File: config.mk
export PLATFORM = sky130hd
export DESIGN_NAME = bus_arbiter
export DESIGN_NICKNAME = d
export VERILOG_FILES = /design/src/rtl/cpu_bus_pkg.sv /design/src/rtl/bus_arbiter_arb_pick.sv /design/src/rtl/bus_arbiter.sv
export SDC_FILE = /design/constraint.sdc
export NUM_CORES = 1
export LEC_CHECK = 0
export CAP_MARGIN = 15
export CORE_ASPECT_RATIO = 1.75
export CORE_MARGIN = 5
export CORE_UTILIZATION = 44
export DETAILED_ROUTE_END_ITERATION = 10
export PLACE_DENSITY = 0.86
export RECOVER_POWER = 25
export SYNTH_ARGS = -nofsm -noshare
export SYNTH_HDL_FRONTEND = slang
export SYNTH_SLANG_ARGS = --single-unit
File: constraint.sdc
create_clock -name clk_i -period 9.9 [get_ports clk_i]
set_input_delay 1.98 -clock clk_i [delete_from_list [all_inputs] [get_ports clk_i]]
set_output_delay 1.98 -clock clk_i [all_outputs]
set_load 0.01 [all_outputs]
File: src/rtl/cpu_bus_pkg.sv
// Shared types and default widths for the core memory bus arbiter.
// Holds the bus-owner and arbiter-state encodings used by bus_arbiter and arb_pick.
package cpu_bus_pkg;

    typedef enum logic {
        OWN_F = 1'b0,
        OWN_D = 1'b1
    } owner_t;

    typedef enum logic [1:0] {
        ARB_IDLE = 2'd0,
        ARB_STB  = 2'd1,
        ARB_WAIT = 2'd2,
        ARB_DONE = 2'd3
    } arb_state_t;

    localparam int BUS_WIDTH_DEF = 32;
    localparam int AD_LEN_DEF    = 32;

endpackage

File: src/rtl/bus_arbiter_arb_pick.sv
// Combinational two-way owner picker for the bus arbiter.
// Macro BUS_ARB_RR_EN selects round-robin; otherwise fixed priority D over F.
import cpu_bus_pkg::*;

module arb_pick (
    input  logic   f_req,
    input  logic   d_req,
    input  owner_t last_owner,
    output owner_t owner
);

    // Choose the next bus owner; with no request the previous owner is reported.
    always_comb begin
        owner = last_owner;
`ifdef BUS_ARB_RR_EN
        if (f_req && d_req) begin
            owner = (last_owner == OWN_D) ? OWN_F : OWN_D;
        end else if (d_req) begin
            owner = OWN_D;
        end else if (f_req) begin
            owner = OWN_F;
        end else begin
            owner = last_owner;
        end
`else
        if (d_req) begin
            owner = OWN_D;
        end else if (f_req) begin
            owner = OWN_F;
        end else begin
            owner = last_owner;
        end
`endif
    end

endmodule

File: src/rtl/bus_arbiter.sv
// Shares one memory bus between instruction fetch (F) and load/store (D), one transaction at a time.
// Arbitration policy is set by BUS_ARB_RR_EN inside arb_pick (default: fixed priority, D over F).
import cpu_bus_pkg::*;

module bus_arbiter #(
    parameter int BUS_WIDTH = BUS_WIDTH_DEF,
    parameter int AD_LEN    = AD_LEN_DEF,
    parameter int MEM_LAT   = 2
) (
    input  logic                 clk_i,
    input  logic                 reset_i,
    input  logic                 f_req_i,
    input  logic [AD_LEN-1:0]    f_ad_i,
    output logic [BUS_WIDTH-1:0] f_data_o,
    output logic                 f_ack_o,
    input  logic                 d_req_i,
    input  logic                 d_we_i,
    input  logic [AD_LEN-1:0]    d_ad_i,
    input  logic [BUS_WIDTH-1:0] d_data_i,
    output logic [BUS_WIDTH-1:0] d_data_o,
    output logic                 d_ack_o,
    output logic [AD_LEN-1:0]    bus_ad_o,
    output logic [BUS_WIDTH-1:0] bus_data_o,
    output logic                 bus_we_o,
    output logic                 bus_stb_o,
    input  logic [BUS_WIDTH-1:0] bus_data_i,
    output logic                 busy_o
);

    localparam int CNT_W = (MEM_LAT > 1) ? $clog2(MEM_LAT) : 1;
    localparam logic [CNT_W-1:0] CNT_INIT = CNT_W'(MEM_LAT - 1);

    arb_state_t       state_r;
    owner_t           owner_r;
    owner_t           last_owner_r;
    owner_t           pick_s;
    logic [CNT_W-1:0] cnt_r;
    logic             sample_s;

    arb_pick u_pick (
        .f_req      (f_req_i),
        .d_req      (d_req_i),
        .last_owner (last_owner_r),
        .owner      (pick_s)
    );

    // The edge leaving the last wait cycle is the one that samples read data.
    assign sample_s = ((state_r == ARB_STB) || (state_r == ARB_WAIT)) && (cnt_r == {CNT_W{1'b0}});

    // Arbiter FSM with all bus and port outputs registered.
    always_ff @(posedge clk_i or posedge reset_i) begin
        if (reset_i) begin
            state_r      <= ARB_IDLE;
            owner_r      <= OWN_D;
            last_owner_r <= OWN_D;
            cnt_r        <= {CNT_W{1'b0}};
            f_data_o     <= {BUS_WIDTH{1'b0}};
            f_ack_o      <= 1'b0;
            d_data_o     <= {BUS_WIDTH{1'b0}};
            d_ack_o      <= 1'b0;
            bus_ad_o     <= {AD_LEN{1'b0}};
            bus_data_o   <= {BUS_WIDTH{1'b0}};
            bus_we_o     <= 1'b0;
            bus_stb_o    <= 1'b0;
            busy_o       <= 1'b0;
        end else begin
            case (state_r)
                ARB_IDLE: begin
                    if (f_req_i || d_req_i) begin
                        owner_r      <= pick_s;
                        last_owner_r <= pick_s;
                        if (pick_s == OWN_D) begin
                            bus_ad_o   <= d_ad_i;
                            bus_data_o <= d_data_i;
                            bus_we_o   <= d_we_i;
                        end else begin
                            bus_ad_o   <= f_ad_i;
                            bus_data_o <= {BUS_WIDTH{1'b0}};
                            bus_we_o   <= 1'b0;
                        end
                        bus_stb_o <= 1'b1;
                        busy_o    <= 1'b1;
                        cnt_r     <= CNT_INIT;
                        state_r   <= ARB_STB;
                    end else begin
                        state_r <= ARB_IDLE;
                    end
                end
                ARB_STB: begin
                    bus_stb_o <= 1'b0;
                    if (cnt_r == {CNT_W{1'b0}}) begin
                        state_r <= ARB_DONE;
                    end else begin
                        cnt_r   <= cnt_r - {{(CNT_W-1){1'b0}}, 1'b1};
                        state_r <= ARB_WAIT;
                    end
                end
                ARB_WAIT: begin
                    if (cnt_r == {CNT_W{1'b0}}) begin
                        state_r <= ARB_DONE;
                    end else begin
                        cnt_r <= cnt_r - {{(CNT_W-1){1'b0}}, 1'b1};
                    end
                end
                ARB_DONE: begin
                    f_ack_o <= 1'b0;
                    d_ack_o <= 1'b0;
                    busy_o  <= 1'b0;
                    state_r <= ARB_IDLE;
                end
                default: begin
                    state_r <= ARB_IDLE;
                end
            endcase

            if (sample_s) begin
                if (owner_r == OWN_D) begin
                    d_ack_o <= 1'b1;
                    if (!bus_we_o) begin
                        d_data_o <= bus_data_i;
                    end
                end else begin
                    f_ack_o  <= 1'b1;
                    f_data_o <= bus_data_i;
                end
            end
        end
    end

endmodule

Word-level counts from Yosys, hierarchy flattened
Index checks and enable logic that the tools add are counted.

operators by class
  equality and inequality tests = 5
  bitwise gates (word level) = 3
  $add $sub $neg = 1
  muxes and demuxes = 20
  reduce and logical (&&, ||, !) cells = 14

operators by type and width
  operator                                              number
  2-to-1 mux 32 bit                                     2
  2-to-1 mux 1 bit                                      13
  AND reduction 2 bit                                   5
  one-hot mux 2 bit (4 select lines)                    1
  one-hot mux 1 bit (2 select lines)                    3
  nonzero test 2 bit                                    3
  equality test 2 bit (second input constant)           2
  inequality test 2 bit (second input constant)         2
  inverter 1 bit                                        3
  AND reduction 3 bit                                   1
  equality test 2 x 1 -> 1 bit (second input constant)  1
  zero test 2 bit                                       1
  logical OR 1 bit                                      2
  2-to-1 mux 2 bit                                      1
  OR reduction 2 bit                                    1
  logical AND 1 bit                                     1
  subtractor 1 bit (second input constant)              1

word-level totals
  register bits = 137
  output and inout port bits = 133
  input bits = 133
  logic and storage cells = 55

Logic depth before layout (Yosys ltp)
Gate-level depths: netlist (run 1).

  depth after elaboration = 4
  gate-level depth with buffers = 7
  depth with buffers taken out = 5

Cells and area by module
From an unflattened synthesis (run 1), not the netlist that was laid out.

unflattened totals
  cell total of the unflattened synthesis = 463
  area, all modules = 5636.7 um^2

by module, submodules not included
  module       seq. area each (um^2)  instances  cells an instance  area each (um^2)
  bus_arbiter  3429.5                 1          461                5625.4
  arb_pick     0.0                    1          2                  11.3

Worst setup path before layout (run 1)
Ideal clock, no wire load.

  path kind = input to register
  from = input port d_req_i
  to = register bus_stb_o
  setup slack = 7010 ps
  data arrival time = 2770 ps
  required time = 9780 ps
  stages = 5
  path buffers = 3
  library setup time = 120 ps
  cell sequence = buf_2 o21ai_2 buf_4 buf_4 a31o_2

between the ends
  cells in the longest elaborated chain, start to end = 3

RTL lines
  element                          line               source
  start: declaration               bus_arbiter.sv:16  input logic d_req_i,
  logical OR 1 bit                 bus_arbiter.sv:69  if (f_req_i || d_req_i) begin
  inequality test 2 bit (no line)  --
  AND reduction 2 bit (no line)    --
  end signal: assignment           bus_arbiter.sv:64  bus_stb_o <= 1'b0;
  end signal: assignment           bus_arbiter.sv:81  bus_stb_o <= 1'b1;
  end signal: assignment           bus_arbiter.sv:90  bus_stb_o <= 1'b0;
  end: declaration                 bus_arbiter.sv:25  output logic bus_stb_o,

No other way between the ends.
A chain may end at the register's enable or synchronous reset.

==> impl_metrics.csv, run 1 <==
group,metric,value,unit
drt,drtIter0Drc,106,
drt,detail-route-antenna-nets,0,
yosys,ys_warn_count,0,
timing,finalSetupViolCount,0,
yosys,synth-xor-area-share,0,%
yosys,synth_top_family_by_area,"compound AO/OA/AOI/OAI gates",
placed_design,routabilityCongestion,0.7945,
worst_setup_path,cp.arrival,4.88,ns
timing,rsz0062_at_grt,"no",
drt,via_per_inst,5.190,
status,violations,"capacitance limit, slew limit",
timing,drv_slew,122,
drt,drc,0,
yosys,synth_cell_types,32,
cts,cts.clk_slew.worst_paths,0.06,ns
worst_setup_path,worstPathMaxFanout,84,
worst_hold_path,hp-class,"reg -> reg",
cts,cts_buffers,17,
cts,clock_latency,0.40,ns
worst_setup_path,startpoint_type,"input pin",
cts,cts_buffer_depth,2,
finish,drive_above_1_share,16.25,%
timing,tightest_slew,2.750,ns
yosys,synth_area_leader_cell,"dfrtp_1",
finish,area_growth,61.75,%
floorplanning,initial_utilization,44.29,%
floorplanning,die_area,0.01487,mm^2
floorplanning,fp.dieH,157.6,um
yosys,synth_ff_type,"dfrtp_1",
drt,wl,15740,um
timing,relSlewSlack,-84.00,%
worst_setup_path,crit_type,"in -> async",
yosys,synth_area,0.005477,mm^2
finish,final_util,71.65,%
global_route,overflow,0,
yosys,synth_compound_area_share,17.18,%
flow_run,maxCapViolCount,3,
drt,wl_per_cell,19.46,um
finish,fillers,889,
timing,setup_tns,0,ns
cts,cts-root-buf,"clkbuf_16",
placed_design,dp_hpwl,11600,um
yosys,synth.most_common_cell,"dfrtp_1",
yosys,yosysTopAreaCellShare,62.14,%
global_route,grt_pass1_wl,24130,um
yosys,yosys.area_share.adder,1.599,%
cts,cts_resized,0,
worst_setup_path,crit_path_end_kind,"async pin",
timing,fin_crit,4.504,ns
cts,post_cts_buffers,0,
yosys,ys_seq_area_share,62.62,%
status,outcome,"finished, violations left",
timing,fin_crit_sh,45.49,%
yosys,syn-num-nets,506,
global_route,antenna_found_initial,1,
yosys,syn_avg_cell_area,14.96,um^2
worst_setup_path,worstPathRequired,10.28,ns
yosys,ys_top_cells_by_count,"dfrtp_1, a22o_1, mux2_2",
finish,fin_nets,768,
power,p_per_area,342.1,mW/mm^2
floorplanning,ios,266,
yosys,synth-simple-area-share,1.576,%
drt,drtPass1Iterations,4,
cts,htreeDepth,4,
yosys,synthCells,366,
global_route,gr-usage-all-layers,21.21,%
yosys,postSynth.asyncResetShare,100.0,%
yosys,synthTopCellsByArea,"dfrtp_1, a22o_1, mux2_2, ha_1, buf_2",
power,p_leak,3.764,nW
yosys,synth_edf_count,0,
global_route,grt_pass1_vias,4612,
floorplanning,coreArea,0.01236,mm^2
cts,cts.sink_count,137,
drt,vias,4199,
cts,cts_tree,"done",
timing,finalHoldViolCount,0,
timing,max_freq,222.0,MHz
floorplanning,std_cell_rows,54,
global_route,grt_start_max_net_pins,85,
floorplanning,die_x,94.34,um
yosys,synthMuxAreaShare,13.30,%
power,max-vdd-ir-drop,0.0001310,V
timing,fin_skew,0.006020,ns
cts,postCtsHoldBufs,0,
yosys,ys_seq_elements,137,
placed_design,io_buffers,265,
==> routing by layer <==
layer  track usage [%]  vias to the layer above  part of all wire (%)
li1                  -                     1897                     -
met1             22.19                     2078                    33
met2             38.01                      183                    56
met3             6.657                       41                   7.0
met4             10.19                        0                   4.5
met5                 0                        -                     0
==> cell usage in the layout (no fill, tap or decap), types with 4 or more instances in the layout <==
cell type        instances
bufinv_16                4
dfrtp_1                136
clkinv_4                 4
buf_4                    4
inv_1                    5
ha_1                     7
clkdlybuf4s50_1        264
a22o_1                  97
clkbuf_16               17
mux2_2                  60
==> registers in the layout, indices dropped and copies added (netlist names) <==
register	cells
bus_ad_o	32
bus_data_o	32
d_data_o	32
f_data_o	32
state_r	2
bus_stb_o	1
bus_we_o	1
busy_o	1
cnt_r	1
d_ack_o	1
f_ack_o	1
last_owner_r	1
==> where the power goes <==
| group | switching (mW) | internal (mW) |
|---|---|---|
| sequential | 0.151 | 0.837 |
| combinational | 0.544 | 0.831 |
| clock | 0.237 | 0.431 |
==> cells by family after synthesis <==
group,Yosys count
flops,137
simple gates,13
fa+ha+maj,7
buf+inv,35
compound gates,110
mux,64
==> per-stage QoR <==
stage / setup slack, ns / power [mW] / std cells / hold slack, ns / instance area (um^2)
global route: 4.758 / 3.197 / 809 / 0.5118 / 8859
global placement: 5.821 / 2.327 / 775 / 0.4647 / 8210
floorplan: 4.254 / 1.680 / 366 / 0.5188 / 5477
CTS: 6.104 / 3.070 / 806 / 0.4823 / 8843
finish: 5.396 / 3.031 / 809 / 0.4757 / 8859
detailed placement: 5.673 / 2.384 / 775 / 0.4710 / 8210
==> path summary, 6_finish.rpt <==
kind	start	to	slack, ns	cells past startpoint
worst max-delay path	reset_i	bus_data_o[14]$_DFFE_PP0P_	5.40	3
worst min-delay path	f_ack_o$_DFF_PP0_	f_ack_o$_DFF_PP0_	0.48	1
worst max register to register	state_r[0]$_DFFE_PP0P_	d_data_o[2]$_DFFE_PP0P_	6.24	5
worst min register to register	f_ack_o$_DFF_PP0_	f_ack_o$_DFF_PP0_	0.48	1
max in group clk_i	state_r[0]$_DFFE_PP0P_	d_data_o[2]$_DFFE_PP0P_	6.24	5
min in group asynchronous	reset_i	f_data_o[0]$_DFFE_PP0P_	2.67	2
==> final cells by class <==
cell class / count / area [um^2] / area share (%)
Sequential cell: 137 / 3430 / 38.71
Clock inverter: 13 / 193.9 / 2.189
Clock buffer: 18 / 439.2 / 4.958
Multi-Input combinational cell: 194 / 1831 / 20.66
Antenna cell: 1 / 2.502 / 0.02825
Tap cell: 168 / 210.2 / 2.373
Timing Repair Buffer: 272 / 2729 / 30.81
Inverter: 6 / 23.77 / 0.2684
==> critical path, stage by stage <==
cell and delay (ns):
dlygate4sd3_1 0.55, clkinvlp_2 1.31, buf_4 0.98
(Power assumes the default switching activity.)
==> run 2: changes to the inputs <==
--- a/config.mk
+++ b/config.mk
@@ -8,9 +8,9 @@
 export CAP_MARGIN = 15
 export CORE_ASPECT_RATIO = 1.75
 export CORE_MARGIN = 5
-export CORE_UTILIZATION = 44
+export CORE_UTILIZATION = 41
 export DETAILED_ROUTE_END_ITERATION = 10
-export PLACE_DENSITY = 0.86
+export PLACE_DENSITY = 0.81
 export RECOVER_POWER = 25
 export SYNTH_ARGS = -nofsm -noshare
 export SYNTH_HDL_FRONTEND = slang
==> constraint.sdc (replaced) <==
create_clock -name clk_i -period 4.55 [get_ports clk_i]
set_input_delay 0.91 -clock clk_i [delete_from_list [all_inputs] [get_ports clk_i]]
set_output_delay 0.91 -clock clk_i [all_outputs]
set_load 0.01 [all_outputs]
==> impl_metrics.csv, run 2 (synthesized netlist as in run 1, its figures left out) <==
group,metric,value,unit
cts,cts.clk_slew.worst_paths,0.06,ns
drt,via_per_inst,5.163,
worst_setup_path,critical_path.startpoint,"state_r[1]$_DFFE_PP0P_",
timing,finalHoldViolCount,0,
placed_design,routabilityCongestion,0.7715,
worst_setup_path,worstPathRequired,4.82,ns
timing,fin_crit,3.064,ns
power,max-vdd-ir-drop,0.0004296,V
timing,rsz0062_at_grt,"no",
finish,final_cell_mix,"clkdlybuf4s50_1, dfrtp_1, a22o_1",
worst_setup_path,cp.arrival,3.34,ns
worst_setup_path,r2r_setup_slack,1.49,ns
drt,detail-route-antenna-nets,0,
global_route,antenna_found_initial,0,
drt,drtPass1Iterations,4,
floorplanning,die_x,97.37,um
timing,finalSetupViolCount,0,
worst_setup_path,crit_end,"f_data_o[7]$_DFFE_PP0P_",
placed_design,dp_hpwl,11620,um
timing,setup_tns,0,ns
global_route,grt_start_max_net_pins,52,
global_route,gr-usage-all-layers,19.36,%
timing,drv_slew,77,
finish,final_common_cell,"clkdlybuf4s50_1",
timing,tightest_slew,2.025,ns
timing,relSlewSlack,-35.77,%
flow_run,maxCapViolCount,2,
cts,cts_tree,"done",
cts,clock_latency,0.40,ns
timing,max_freq,326.3,MHz
drt,wl,15350,um
placed_design,dpl.cell_count,782,
finish,drive_above_1_share,16.69,%
worst_setup_path,cpPeakStageDelay,1.37,ns
power,p_seq_share,33.3,%
worst_setup_path,crit_path_end_kind,"flop",
finish,final_cell_count_no_fill,815,
worst_setup_path,r2r_start,"state_r[1]$_DFFE_PP0P_",
global_route,overflow,0,
finish,diodes,0,
cts,cts.sink_count,137,
status,violations,"capacitance limit, slew limit",
cts,postCtsHoldBufs,0,
floorplanning,std_cell_rows,56,
worst_setup_path,crit_type,"reg -> reg",
cts,htreeDepth,4,
floorplanning,die_area,0.01586,mm^2
cts,post_cts_buffers,0,
floorplanning,fp.dieH,162.9,um
worst_hold_path,hp-class,"reg -> reg",
worst_setup_path,path_cells,"inv_1 -> ha_1 -> nor3b_4 -> clkbuf_1 -> mux2_2",
power,combPwrFrac,46.3,%
worst_setup_path,worstPathMaxFanout,33,
drt,wl_per_cell,18.84,um
worst_setup_path,rr_worst_depth,5,
drt,drtIter0Drc,119,
power,p_sw,2.028,mW
global_route,grt_pass1_vias,4786,
floorplanning,initial_utilization,41.35,%
cts,cts_buffer_depth,2,
floorplanning,coreArea,0.01324,mm^2
drt,vias,4208,
cts,cts-root-buf,"clkbuf_16",
finish,fin_nets,769,
power,internal-power,4.448,mW
power,p_clk_share,20.5,%
timing,fin_crit_sh,67.35,%
timing,fin_skew,0.01110,ns
power,p_leak,3.754,nW
drt,drc,0,
status,outcome,"finished, violations left",
power,p_per_area,730.0,mW/mm^2
worst_setup_path,startpoint_type,"flop",
finish,area_growth,61.98,%
worst_setup_path,cpMaxStageDelayCell,"clkbuf_1",
power,swShare,31.32,%
cts,cts_resized,0,
cts,cts_buffers,17,
worst_setup_path,worstReg2RegEnd,"f_data_o[7]$_DFFE_PP0P_",
worst_hold_path,hp-start,"f_ack_o$_DFF_PP0_",
placed_design,io_buffers,265,
finish,fillers,946,
floorplanning,ios,266,
global_route,grt_pass1_wl,24410,um
-- run 2: layer usage --
metal / track usage (%) / part of all wire, % / vias up
li1: - / - / 1901
met1: 20.86 / 36 / 2086
met2: 35.60 / 55 / 189
met3: 5.272 / 5.6 / 32
met4: 7.750 / 2.9 / 0
met5: 0 / 0 / -
-- run 2: cell type report --
type / instances / area (um^2) / area share (%)
sequential: 137 / 3430 / 38.66
timing repair buffer: 273 / 2771 / 31.24
multi-input combinational: 194 / 1853 / 20.89
clock buffer: 18 / 429.2 / 4.838
tap: 174 / 217.7 / 2.454
clock inverter: 13 / 146.4 / 1.650
inverter: 6 / 23.77 / 0.2680
-- run 2: worst min path at each step --
| stage | to | slack [ns] | depth (start not counted) |
|---|---|---|---|
| final | f_ack_o$_DFF_PP0_ | 0.48 | 1 |
| after global routing | f_ack_o$_DFF_PP0_ | 0.50 | 1 |
| after detailed placement | f_ack_o$_DFF_PP0_ | 0.47 | 1 |
| after CTS | f_ack_o$_DFF_PP0_ | 0.49 | 1 |
| after global placement | f_ack_o$_DFF_PP0_ | 0.46 | 1 |
| after floorplan | last_owner_r$_DFFE_PP1P_ | 0.52 | 1 |
-- run 2: power by group through the flow --
stage / Sequential, mW / Clock [mW] / Combinational (mW)
finish: 2.15 / 1.33 / 3.00
global route: 2.23 / 1.41 / 3.21
CTS: 2.16 / 1.35 / 3.04
detailed placement: 2.17 / 0 / 3.03
global placement: 2.15 / 0 / 2.93
floorplan: 2.40 / 0 / 1.26
-- run 2: worst max-delay path, delay by kind of cell (launching register included) --
family / cells / cell delay (ns)
fa+ha+maj: 1 / 0.36
buf+inv: 2 / 1.51
flops: 1 / 0.42
mux: 1 / 0.45
simple gates: 1 / 0.18
-- run 2: through the flow --
step	util (%)	instance area, um^2	setup slack [ns]	hold WS [ns]	power [mW]
2_1_floorplan	-	5480	1.934	0.5188	3.655
5_1_grt	66.99	8871	1.265	0.5021	6.850
4_1_cts	66.64	8825	1.839	0.4852	6.549
6_report	66.99	8871	1.486	0.4795	6.476
3_3_place_gp	62.29	8249	1.496	0.4642	5.077
3_5_place_dp	62.29	8249	1.417	0.4729	5.197
==> run 3: changes to the inputs <==
--- a/config.mk
+++ b/config.mk
@@ -8,9 +8,9 @@
 export CAP_MARGIN = 15
 export CORE_ASPECT_RATIO = 1.75
 export CORE_MARGIN = 5
-export CORE_UTILIZATION = 41
+export CORE_UTILIZATION = 37
 export DETAILED_ROUTE_END_ITERATION = 10
-export PLACE_DENSITY = 0.81
+export PLACE_DENSITY = 0.77
 export RECOVER_POWER = 25
 export SYNTH_ARGS = -nofsm -noshare
 export SYNTH_HDL_FRONTEND = slang
==> constraint.sdc (replaced) <==
create_clock -name clk_i -period 2.47 [get_ports clk_i]
set_input_delay 0.494 -clock clk_i [delete_from_list [all_inputs] [get_ports clk_i]]
set_output_delay 0.494 -clock clk_i [all_outputs]
set_load 0.01 [all_outputs]
==> impl_metrics.csv, run 3 (synthesized netlist as in run 1, its figures left out) <==
group,metric,value,unit
drt,via_per_inst,5.071,
timing,finalHoldViolCount,0,
worst_setup_path,r2r_start,"state_r[0]$_DFFE_PP0P_",
cts,cts.sink_count,137,
floorplanning,ios,266,
power,p_sw,3.879,mW
worst_setup_path,cpMaxStageDelayCell,"ha_1",
timing,fin_crit_sh,80.49,%
timing,rsz0062_at_grt,"no",
worst_hold_path,hp-start,"f_ack_o$_DFF_PP0_",
worst_hold_path,hold_path_end,"f_ack_o$_DFF_PP0_",
power,combPwrFrac,46.1,%
global_route,gr-usage-all-layers,18.78,%
power,max-vdd-ir-drop,0.0005835,V
worst_setup_path,crit_cells,5,
timing,drv_slew,0,
worst_setup_path,worstReg2RegEnd,"bus_data_o[3]$_DFFE_PP0P_",
global_route,antenna_found_initial,1,
flow_run,maxCapViolCount,0,
cts,cts_buffers,17,
timing,relSlewSlack,17.84,%
drt,wl_per_cell,19.80,um
global_route,grt_pass1_vias,4886,
timing,tightest_slew,1.232,ns
worst_setup_path,rr_worst_depth,5,
worst_setup_path,crit_type,"reg -> reg",
cts,post_cts_buffers,0,
worst_setup_path,crit_family,"adder cells",
finish,drive_above_1_share,17.36,%
power,internal-power,8.291,mW
placed_design,routabilityCongestion,0.7644,
cts,cts_buffer_depth,2,
timing,finalSetupViolCount,0,
floorplanning,die_x,102.0,um
floorplanning,fp.dieH,170.9,um
timing,setup_tns,0,ns
floorplanning,coreArea,0.01469,mm^2
worst_setup_path,critical_path.startpoint,"state_r[0]$_DFFE_PP0P_",
worst_hold_path,holdPathStages,1,
drt,wl,16420,um
drt,drtPass1Iterations,4,
placed_design,io_buffers,265,
floorplanning,die_area,0.01743,mm^2
drt,drc,0,
drt,vias,4204,
finish,final_cell_mix,"clkdlybuf4s50_1, dfrtp_1, a22o_1",
cts,cts-root-buf,"clkbuf_16",
global_route,grt_start_max_net_pins,87,
power,swShare,31.87,%
cts,htreeDepth,4,
finish,fin_nets,772,
timing,fin_skew,0.008734,ns
worst_setup_path,worstPathMaxFanout,41,
power,power,12.17,mW
floorplanning,std_cell_rows,59,
global_route,grt_pass1_wl,25300,um
worst_setup_path,cp.arrival,2.27,ns
cts,cts_resized,0,
timing,max_freq,503.0,MHz
worst_setup_path,worstPathRequired,2.76,ns
drt,drtIter0Drc,89,
global_route,overflow,0,
power,p_per_area,1365,mW/mm^2
placed_design,dp_hpwl,12110,um
worst_setup_path,startpoint_type,"flop",
worst_hold_path,hp-class,"reg -> reg",
cts,cts_tree,"done",
worst_setup_path,r2r_setup_slack,0.48,ns
floorplanning,initial_utilization,37.28,%
worst_setup_path,cpPeakStageDelay,0.50,ns
cts,cts.clk_slew.worst_paths,0.06,ns
worst_setup_path,path_cells,"inv_1 -> ha_1 -> o21ai_4 -> buf_4 -> a22o_1",
power,p_leak,3.772,nW
finish,fillers,1173,
worst_setup_path,path_buf_inv,2,
cts,clock_latency,0.41,ns
timing,fin_crit,1.988,ns
drt,detail-route-antenna-nets,0,
finish,final_common_cell,"clkdlybuf4s50_1",
worst_setup_path,crit_path_end_kind,"flop",
cts,postCtsHoldBufs,0,
status,outcome,"finished, final reports clean",
power,p_seq_share,32.7,%
finish,area_growth,62.85,%
power,p_clk_share,21.2,%
run 3: layout make-up:
cell class              instances  area [um^2]  share of cell area [%]
flip-flops and latches        137         3430                   38.45
multi-input cells             194         1853                   20.78
clock buffers                  19        442.9                   4.966
well taps                     183        229.0                   2.567
clock inverters                13        157.7                   1.768
inverters                       6        26.28                  0.2946
repair buffers                276         2778                   31.14
diodes                          1        2.502                 0.02806
run 3: how the worst max path moves through the flow:
stage,slack [ns],to
after floorplan,0.27,bus_ad_o[0]$_DFFE_PP0P_
after global placement,0.13,bus_ad_o[30]$_DFFE_PP0P_
after detailed placement,0.04,bus_ad_o[25]$_DFFE_PP0P_
after CTS,0.46,bus_ad_o[25]$_DFFE_PP0P_
after global routing,0.33,bus_data_o[12]$_DFFE_PP0P_
final,0.48,bus_data_o[3]$_DFFE_PP0P_
run 3: through the flow:
step                      instance area (um^2)  instances  worst slack (ns)  hold slack (ns)  utilization, %
after floorplan                           5480        366            0.2697           0.5188               -
after global placement                    8303        795            0.1292           0.4677           56.52
after CTS                                 8904        827            0.4630           0.4932           60.61
after global routing                      8919        829            0.3337           0.5155           60.71
final                                     8919        829            0.4820           0.4922           60.71
after detailed placement                  8303        795           0.03590           0.4796           56.52
run 3: power groups by stage:
| stage | sequential, mW | clock [mW] | combinational, mW |
|---|---|---|---|
| floorplan | 4.41 | 0 | 2.32 |
| global route | 4.12 | 2.76 | 6.00 |
| finish | 3.98 | 2.58 | 5.61 |
| detailed placement | 4.00 | 0 | 5.70 |
| CTS | 3.99 | 2.65 | 5.71 |
| global placement | 3.95 | 0 | 5.52 |
run 3: worst reg2reg max path: cells and delay by family, from the launching register on:
kind,cells,cell delay [ns]
flops,1,0.42
compound gates,2,0.49
fa+ha+maj,1,0.50
buf+inv,2,0.47
run 3: routing by layer:
metal	GRT usage, %	up-vias	wire length (um)
li1	-	1903	-
met3	5.141	41	1154
met2	33.64	189	9019
met5	0	-	0
met4	9.480	0	658
met1	19.72	2071	5583
